## config.mk

```make
export PLATFORM = sky130hd
export DESIGN_NAME = inst_sequencer
export DESIGN_NICKNAME = d
export VERILOG_FILES = /design/src/rtl/seq_pkg.sv /design/src/rtl/seq_cnt.sv /design/src/rtl/inst_sequencer.sv
export SDC_FILE = /design/constraint.sdc
export NUM_CORES = 1
export LEC_CHECK = 0
export ABC_AREA = 1
export BUFFER_PORTS_ARGS = -buffer_cell sky130_fd_sc_hd__buf_2
export CORE_MARGIN = 2
export CORE_UTILIZATION = 42
export CTS_BUF_LIST = sky130_fd_sc_hd__clkbuf_8
export CTS_CLUSTER_DIAMETER = 60
export CTS_CLUSTER_SIZE = 40
export DETAILED_ROUTE_END_ITERATION = 10
export PLACE_DENSITY_LB_ADDON = 0.12
export SYNTH_ARGS = -nofsm -noshare
export SYNTH_HDL_FRONTEND = slang
export SYNTH_SLANG_ARGS = --single-unit
```

## constraint.sdc

```tcl
create_clock -name clk_i -period 5.45 [get_ports clk_i]
set_clock_uncertainty 0.1 [all_clocks]
set_input_delay 0 -clock clk_i [delete_from_list [all_inputs] [get_ports clk_i]]
set_output_delay 0 -clock clk_i [all_outputs]
set_load 0.02 [all_outputs]
```

## src/rtl/seq_pkg.sv

```systemverilog
// Shared definitions for the fullchip instruction sequencer: inst field map and phase encoding.
package seq_pkg;

  localparam int unsigned InstW = 27;

  // Field bit positions in the 27-bit inst word. norm_rd (21), norm (20), vmem_wr (4) and
  // nmem_wr (2) are never driven by the sequencer and only reach fullchip through host_inst.
  localparam int unsigned BitNormAddLsb  = 23;
  localparam int unsigned BitNormWr      = 22;
  localparam int unsigned BitDiv         = 19;
  localparam int unsigned BitAcc         = 18;
  localparam int unsigned BitColC        = 17;
  localparam int unsigned BitOfifoRd     = 16;
  localparam int unsigned BitVnmemAddLsb = 12;
  localparam int unsigned BitPmemAddLsb  = 8;
  localparam int unsigned BitExecute     = 7;
  localparam int unsigned BitLoad        = 6;
  localparam int unsigned BitVmemRd      = 5;
  localparam int unsigned BitNmemRd      = 3;
  localparam int unsigned BitPmemRd      = 1;
  localparam int unsigned BitPmemWr      = 0;

  typedef enum logic [2:0] {
    StIdle  = 3'd0,
    StLoad  = 3'd1,
    StGap1  = 3'd2,
    StExec  = 3'd3,
    StGap2  = 3'd4,
    StDrain = 3'd5,
    StNorm  = 3'd6,
    StDone  = 3'd7
  } phase_e;

  // Counter width large enough for the longest phase (LOAD, GAP or a full NORM pass).
  function automatic int unsigned cnt_width(int unsigned col, int unsigned gap,
                                            int unsigned addr_w, int unsigned norm_lat);
    int unsigned m;
    m = col + 2;
    if (gap > m) m = gap;
    if ((2 ** addr_w) + norm_lat > m) m = (2 ** addr_w) + norm_lat;
    return $clog2(m + 1);
  endfunction

endpackage

```

## src/rtl/seq_cnt.sv

```systemverilog
// Loadable up-counter with enable and terminal-count flag; one instance serves every phase.
module seq_cnt #(
  parameter int unsigned Width = 5
) (
  input  logic             clk_i,
  input  logic             reset_i,
  input  logic             load_i,
  input  logic [Width-1:0] load_val_i,
  input  logic             en_i,
  input  logic [Width-1:0] last_i,
  output logic [Width-1:0] cnt_o,
  output logic             tc_o
);

  logic [Width-1:0] cnt_q, cnt_d;

  always_comb begin
    cnt_d = cnt_q;
    if (load_i) begin
      cnt_d = load_val_i;
    end else if (en_i) begin
      cnt_d = cnt_q + Width'(1);
    end
  end

  always_ff @(posedge clk_i or posedge reset_i) begin
    if (reset_i) begin
      cnt_q <= '0;
    end else begin
      cnt_q <= cnt_d;
    end
  end

  assign cnt_o = cnt_q;
  assign tc_o  = (cnt_q == last_i);

endmodule

```

## src/rtl/inst_sequencer.sv

```systemverilog
// Steps fullchip through N load, V execute, ofifo->pmem drain and optional norm pass,
// emitting one registered inst word per cycle; passes host_inst through while idle.
module inst_sequencer
  import seq_pkg::*;
#(
  parameter int unsigned COL      = 8,
  parameter int unsigned ADDR_W   = 4,
  parameter int unsigned INST_W   = InstW,
  parameter int unsigned GAP      = 10,
  parameter int unsigned NORM_LAT = 2
) (
  input  logic              clk_i,
  input  logic              reset_i,
  input  logic              start_i,
  input  logic              abort_i,
  input  logic              mode_i,
  input  logic              norm_en_i,
  input  logic [ADDR_W:0]   n_vec_i,
  input  logic [INST_W-1:0] host_inst_i,
  input  logic              ofifo_valid_i,
  output logic [INST_W-1:0] inst_o,
  output logic              busy_o,
  output logic              done_o,
  output logic [2:0]        phase_o
);

  localparam int unsigned CntW = cnt_width(COL, GAP, ADDR_W, NORM_LAT);

  phase_e              state_q, state_d;
  logic                mode_q, norm_en_q;
  logic [ADDR_W:0]     n_vec_q;
  logic [INST_W-1:0]   inst_q, inst_d;
  logic                busy_q, busy_d;
  logic                done_q, done_d;
  logic                latch;
  logic                kill;

  logic                cnt_load;
  logic                cnt_en;
  logic [CntW-1:0]     cnt_last;
  logic [CntW-1:0]     cnt;
  logic                cnt_tc;
  logic [CntW-1:0]     n_ext;

  assign n_ext = CntW'(n_vec_q);
  assign kill  = abort_i && (state_q != StIdle);

  seq_cnt #(
    .Width (CntW)
  ) u_cnt (
    .clk_i      (clk_i),
    .reset_i    (reset_i),
    .load_i     (cnt_load),
    .load_val_i ('0),
    .en_i       (cnt_en),
    .last_i     (cnt_last),
    .cnt_o      (cnt),
    .tc_o       (cnt_tc)
  );

  // Next state and counter control; every state entry reloads the counter to 0.
  always_comb begin
    state_d  = state_q;
    cnt_load = 1'b0;
    cnt_en   = 1'b0;
    cnt_last = '0;
    latch    = 1'b0;
    case (state_q)
      StIdle: begin
        cnt_load = 1'b1;
        if (start_i) begin
          latch   = 1'b1;
          state_d = (n_vec_i != '0) ? StLoad : StDone;
        end
      end
      StLoad: begin
        cnt_en   = 1'b1;
        cnt_last = CntW'(COL + 1);
        if (cnt_tc) begin
          state_d  = StGap1;
          cnt_load = 1'b1;
        end
      end
      StGap1: begin
        cnt_en   = 1'b1;
        cnt_last = CntW'(GAP - 1);
        if (cnt_tc) begin
          state_d  = StExec;
          cnt_load = 1'b1;
        end
      end
      StExec: begin
        cnt_en   = 1'b1;
        cnt_last = n_ext - CntW'(1);
        if (cnt_tc) begin
          state_d  = StGap2;
          cnt_load = 1'b1;
        end
      end
      StGap2: begin
        cnt_en   = 1'b1;
        cnt_last = CntW'(GAP - 1);
        if (cnt_tc) begin
          state_d  = StDrain;
          cnt_load = 1'b1;
        end
      end
      StDrain: begin
        // Only cycles with a row in the ofifo count towards the drain.
        cnt_en   = ofifo_valid_i;
        cnt_last = n_ext - CntW'(1);
        if (ofifo_valid_i && cnt_tc) begin
          state_d  = norm_en_q ? StNorm : StDone;
          cnt_load = 1'b1;
        end
      end
      StNorm: begin
        cnt_en   = 1'b1;
        cnt_last = n_ext + CntW'(NORM_LAT) - CntW'(1);
        if (cnt_tc) begin
          state_d  = StDone;
          cnt_load = 1'b1;
        end
      end
      StDone: begin
        cnt_load = 1'b1;
        state_d  = StIdle;
      end
      default: begin
        cnt_load = 1'b1;
        state_d  = StIdle;
      end
    endcase
    if (kill) begin
      state_d  = StIdle;
      cnt_load = 1'b1;
    end
  end

  // Word builder: the word for the current state/count is registered on the next edge.
  always_comb begin
    inst_d = '0;
    busy_d = 1'b0;
    done_d = 1'b0;
    if (state_q != StIdle && state_q != StDone) begin
      inst_d[BitColC] = mode_q;
      busy_d          = 1'b1;
    end
    case (state_q)
      StIdle: inst_d = host_inst_i;
      StLoad: begin
        inst_d[BitLoad] = 1'b1;
        if (cnt >= CntW'(1) && cnt <= CntW'(COL)) begin
          inst_d[BitNmemRd] = 1'b1;
        end
        if (cnt >= CntW'(2) && cnt <= CntW'(COL)) begin
          inst_d[BitVnmemAddLsb +: ADDR_W] = ADDR_W'(cnt - CntW'(1));
        end
      end
      StExec: begin
        inst_d[BitExecute]               = 1'b1;
        inst_d[BitVmemRd]                = 1'b1;
        inst_d[BitVnmemAddLsb +: ADDR_W] = ADDR_W'(cnt);
      end
      StDrain: begin
        if (ofifo_valid_i) begin
          inst_d[BitOfifoRd]              = 1'b1;
          inst_d[BitPmemWr]               = 1'b1;
          inst_d[BitPmemAddLsb +: ADDR_W] = ADDR_W'(cnt);
        end
      end
      StNorm: begin
        if (cnt < n_ext) begin
          inst_d[BitPmemRd]               = 1'b1;
          inst_d[BitPmemAddLsb +: ADDR_W] = ADDR_W'(cnt);
        end
        // Norm writes trail pmem reads by the pmem_rd-to-norm_wr latency.
        if (cnt >= CntW'(NORM_LAT)) begin
          inst_d[BitAcc]                  = 1'b1;
          inst_d[BitDiv]                  = 1'b1;
          inst_d[BitNormWr]               = 1'b1;
          inst_d[BitNormAddLsb +: ADDR_W] = ADDR_W'(cnt - CntW'(NORM_LAT));
        end
      end
      StDone:  done_d = 1'b1;
      default: inst_d = inst_d;
    endcase
    if (kill) begin
      inst_d = '0;
      busy_d = 1'b0;
      done_d = 1'b0;
    end
  end

  always_ff @(posedge clk_i or posedge reset_i) begin
    if (reset_i) begin
      state_q   <= StIdle;
      mode_q    <= 1'b0;
      norm_en_q <= 1'b0;
      n_vec_q   <= '0;
      inst_q    <= '0;
      busy_q    <= 1'b0;
      done_q    <= 1'b0;
    end else begin
      state_q <= state_d;
      inst_q  <= inst_d;
      busy_q  <= busy_d;
      done_q  <= done_d;
      if (latch) begin
        mode_q    <= mode_i;
        norm_en_q <= norm_en_i;
        n_vec_q   <= n_vec_i;
      end
    end
  end

  assign inst_o  = inst_q;
  assign busy_o  = busy_q;
  assign done_o  = done_q;
  assign phase_o = state_q;

endmodule

```

==> impl_results.md <==
- Status: finished, final reports clean
- Post-Syn Instances: 306
- Period utilization: 50.78%
- First-pass GRT wire length: 10090 microns
- Synthesis-stage register bit count: 44
- Post-CTS setup buffer count: 0
- Area of the die: 6563 sq um
- Crit path arrival time: 2.86 ns
- Max-Cap Viols: 0
- Sequential area share after synthesis: 44.20%
- Die height: 81.02 microns
- CP Launch Type: register
- Slew @ Worst Pin: 0.7562 ns
- Pre-antenna DRT Iters: 4
- Grt total ovfl: 0
- Mapped cell area: 2491 sq um
- Average size of a mapped cell: 8.141 sq um
- GP Congestion: 0.8631
- Final core utilization: 57.81%
- Req. time, crit path: 5.54 ns
- Setup TNS: 0 ns
- TritonCTS Buffers: 5
- Initial antenna violation count: 0
- Clk root buf: clkbuf_8
- Area Overhead vs Synth: 34.96%
- Std cell rows: 28
- Leakage: 1.817 nW
- Worst slew margin: 49.40%
- Vias post-DR: 2316
- Num ports: 71
- Largest net degree at the start of global routing: 45
- Fraction of layout cells with a size suffix above 1: 23.30%
- CTS tree: done
- Clock-pin slew on the worst setup and hold paths: 0.09 ns
- Crit-path max FO: 27
- Starting density of the core: 42.84%
- Clk_lat worst skew: 0.30 ns
- Bufs on Longest Clock Path: 2
- Ant. Diodes: 0
- Min-Delay Path Class: in -> reg
- WS Path Type: reg -> reg
- Syn Nets: 360
- Worst setup EP type: register
- I/O Buffers: 70
- Final WL: 6146 microns
- Peak supply drop: 218.9 uV
- Detail Placement HPWL: 4397 microns
- Netlist cell types: 36
- DRT iter0 DRCs: 122
- Mean routed wirelength per cell: 12.62 microns
- CTS H-tree lvls: 2
- Clock period minus final worst setup slack: 2.767 ns
- Final Hold Fails: 0
- Vias in the first global route: 2177
- DRC errors left: 0
- Final Max Slew Viols: 0
- Warnings, synthesis: 0
- Vias/cell: 4.756
- Final Net Count: 465
- Final setup viols: 0
- Die X: 81.02 microns
- ANT nets after route: 0
- Pwr/cell area: 487.7 nW/um^2
- Total GRT Usage: 20.01%
- FMAX: 361.4 MHz
- RSZ-0062 raised after global routing: false
- Clock tree sinks: 44
- Core Region: 5816 sq um
## state kept, by name, indices dropped and copies added, names as in the netlist
| signal | count |
|---|---|
| phase_o | 3 |
| n_ext | 5 |
| busy_o | 1 |
| norm_en_q | 1 |
| inst_o | 27 |
| done_o | 1 |
| mode_q | 1 |
| u_cnt.cnt_o | 5 |
## critical path, cell delays in order (launching register included)
cell and delay [ns]:
dfrtp_1 0.55, nor2_1 0.13, nand2_1 0.23, inv_2 0.24, nor2_1 0.64, clkinv_1 0.47, nand2_1 0.23, nand2_1 0.06
## cell usage after synthesis
library cell  count  area, sq um
dfrtp_1          44         1101
o21ai_0          12        60.06
o2111ai_1         1        8.760
nand3_2           1        10.01
o211ai_1          1        7.510
inv_1            35        131.4
a22o_1            5        43.79
clkinv_1          1        3.750
nand2_1          71        266.5
xnor2_1           1        8.760
nor2_2            2        12.51
or2_1             1        6.260
o22a_2            1        10.01
nand4_1           7        43.79
clkbuf_1          3        11.26
nor2_4            1        11.26
a21oi_1          16        80.08
inv_2             3        11.26
a221oi_1          1        8.760
a21boi_0          1        7.510
mux2_2            2        22.52
nor3_1            2        10.01
ha_1             15        187.7
o22ai_1           3        18.77
nand2_2           4        25.02
buf_2             4        20.02
a22oi_1           2        15.01
xor2_1            5        43.79
o21ai_2           2        17.52
buf_6             1        11.26
nor2_1           31        116.4
o31ai_1           1        7.510
nand3_1          23        115.1
clkbuf_8          1        13.76
nand3_4           1        17.52
o21ai_1           1        5.000
## path summary, 6_finish.rpt
kind / endpoint / startpoint / depth (start not counted) / slack (ns)
min reg2reg: norm_en_q / norm_en_q / 1 / 0.42
max in group asynchronous: inst_o[3] / reset_i / 4 / 4.61
min: inst_o[16] / ofifo_valid_i / 5 / 0.02
max reg2reg: inst_o[18] / phase_o[0] / 7 / 2.68
max: inst_o[18] / phase_o[0] / 7 / 2.68
min in group asynchronous: inst_o[18] / reset_i / 4 / 0.27
## layer usage
layer,track usage (%),up-vias,wire length [microns]
li1,-,1202,-
met1,26.65,1035,2838
met2,33.97,73,2933
met3,3.444,6,325
met4,4.746,0,48
met5,0,-,0
## cell families after synthesis
group | Yosys count | share of synthesized area [%]
xor gates and xnor gates | 6 | 2.109
adders and majority gates | 15 | 7.534
AOI/OAI and AO/OA | 47 | 11.65
muxes | 2 | 0.9040
DFF | 44 | 44.20
and+or+nand+nor | 144 | 25.46
buffers and inverters | 48 | 8.136
## timing repair
action	CTS	global route
hold buffers	36	0
endpoints found under the hold margin	80	0
resized for setup	0	0
## power breakdown
part | leakage [nW] | internal [W] | switching (W)
registers | 0.571 | 0.000442 | 0.0000868
clock network | 0.0548 | 0.000138 | 0.000118
logic | 1.19 | 0.000302 | 0.000552
## area by class of cell
type / instances / area (sq um)
timing repair buffer: 107 / 718.2
clock buffer: 5 / 68.82
multi-input combinational: 214 / 1187
fill: 557 / 2454
clock inverter: 3 / 46.29
sequential: 44 / 1101
inverter: 39 / 146.4
tap: 75 / 93.84
## layout by cell type (no fill, tap or decap), drive strengths merged
master	count
o2111ai	1
inv	38
ha	15
a21oi	16
o21ai	15
mux2	2
buf	71
o22ai	3
nand2	75
o211ai	1
a22oi	2
a22o	5
dfrtp	44
o31ai	1
nor2	34
clkbuf	5
nand4	7
o22a	1
nor3	2
clkinvlp	1
clkinv	2
dlygate4sd3	36
xor2	5
or2	1
a221oi	1
bufinv	1
xnor2	1
a21boi	1
nand3	25
## stage by stage
step | total power [W] | cell area [sq um] | cells | hold WS, ns | worst slack [ns]
after floorplan | 0.001170 | 2491 | 306 | -0.02842 | 3.601
after global placement | 0.001363 | 2887 | 443 | 0.06214 | 2.816
after detailed placement | 0.001374 | 2887 | 443 | 0.06608 | 2.691
after CTS | 0.001657 | 3362 | 487 | 0.02395 | 2.676
after global routing | 0.001810 | 3362 | 487 | 0.06335 | 2.397
final | 0.001640 | 3362 | 487 | 0.02218 | 2.683
Power figures use the tool's default switching activity.
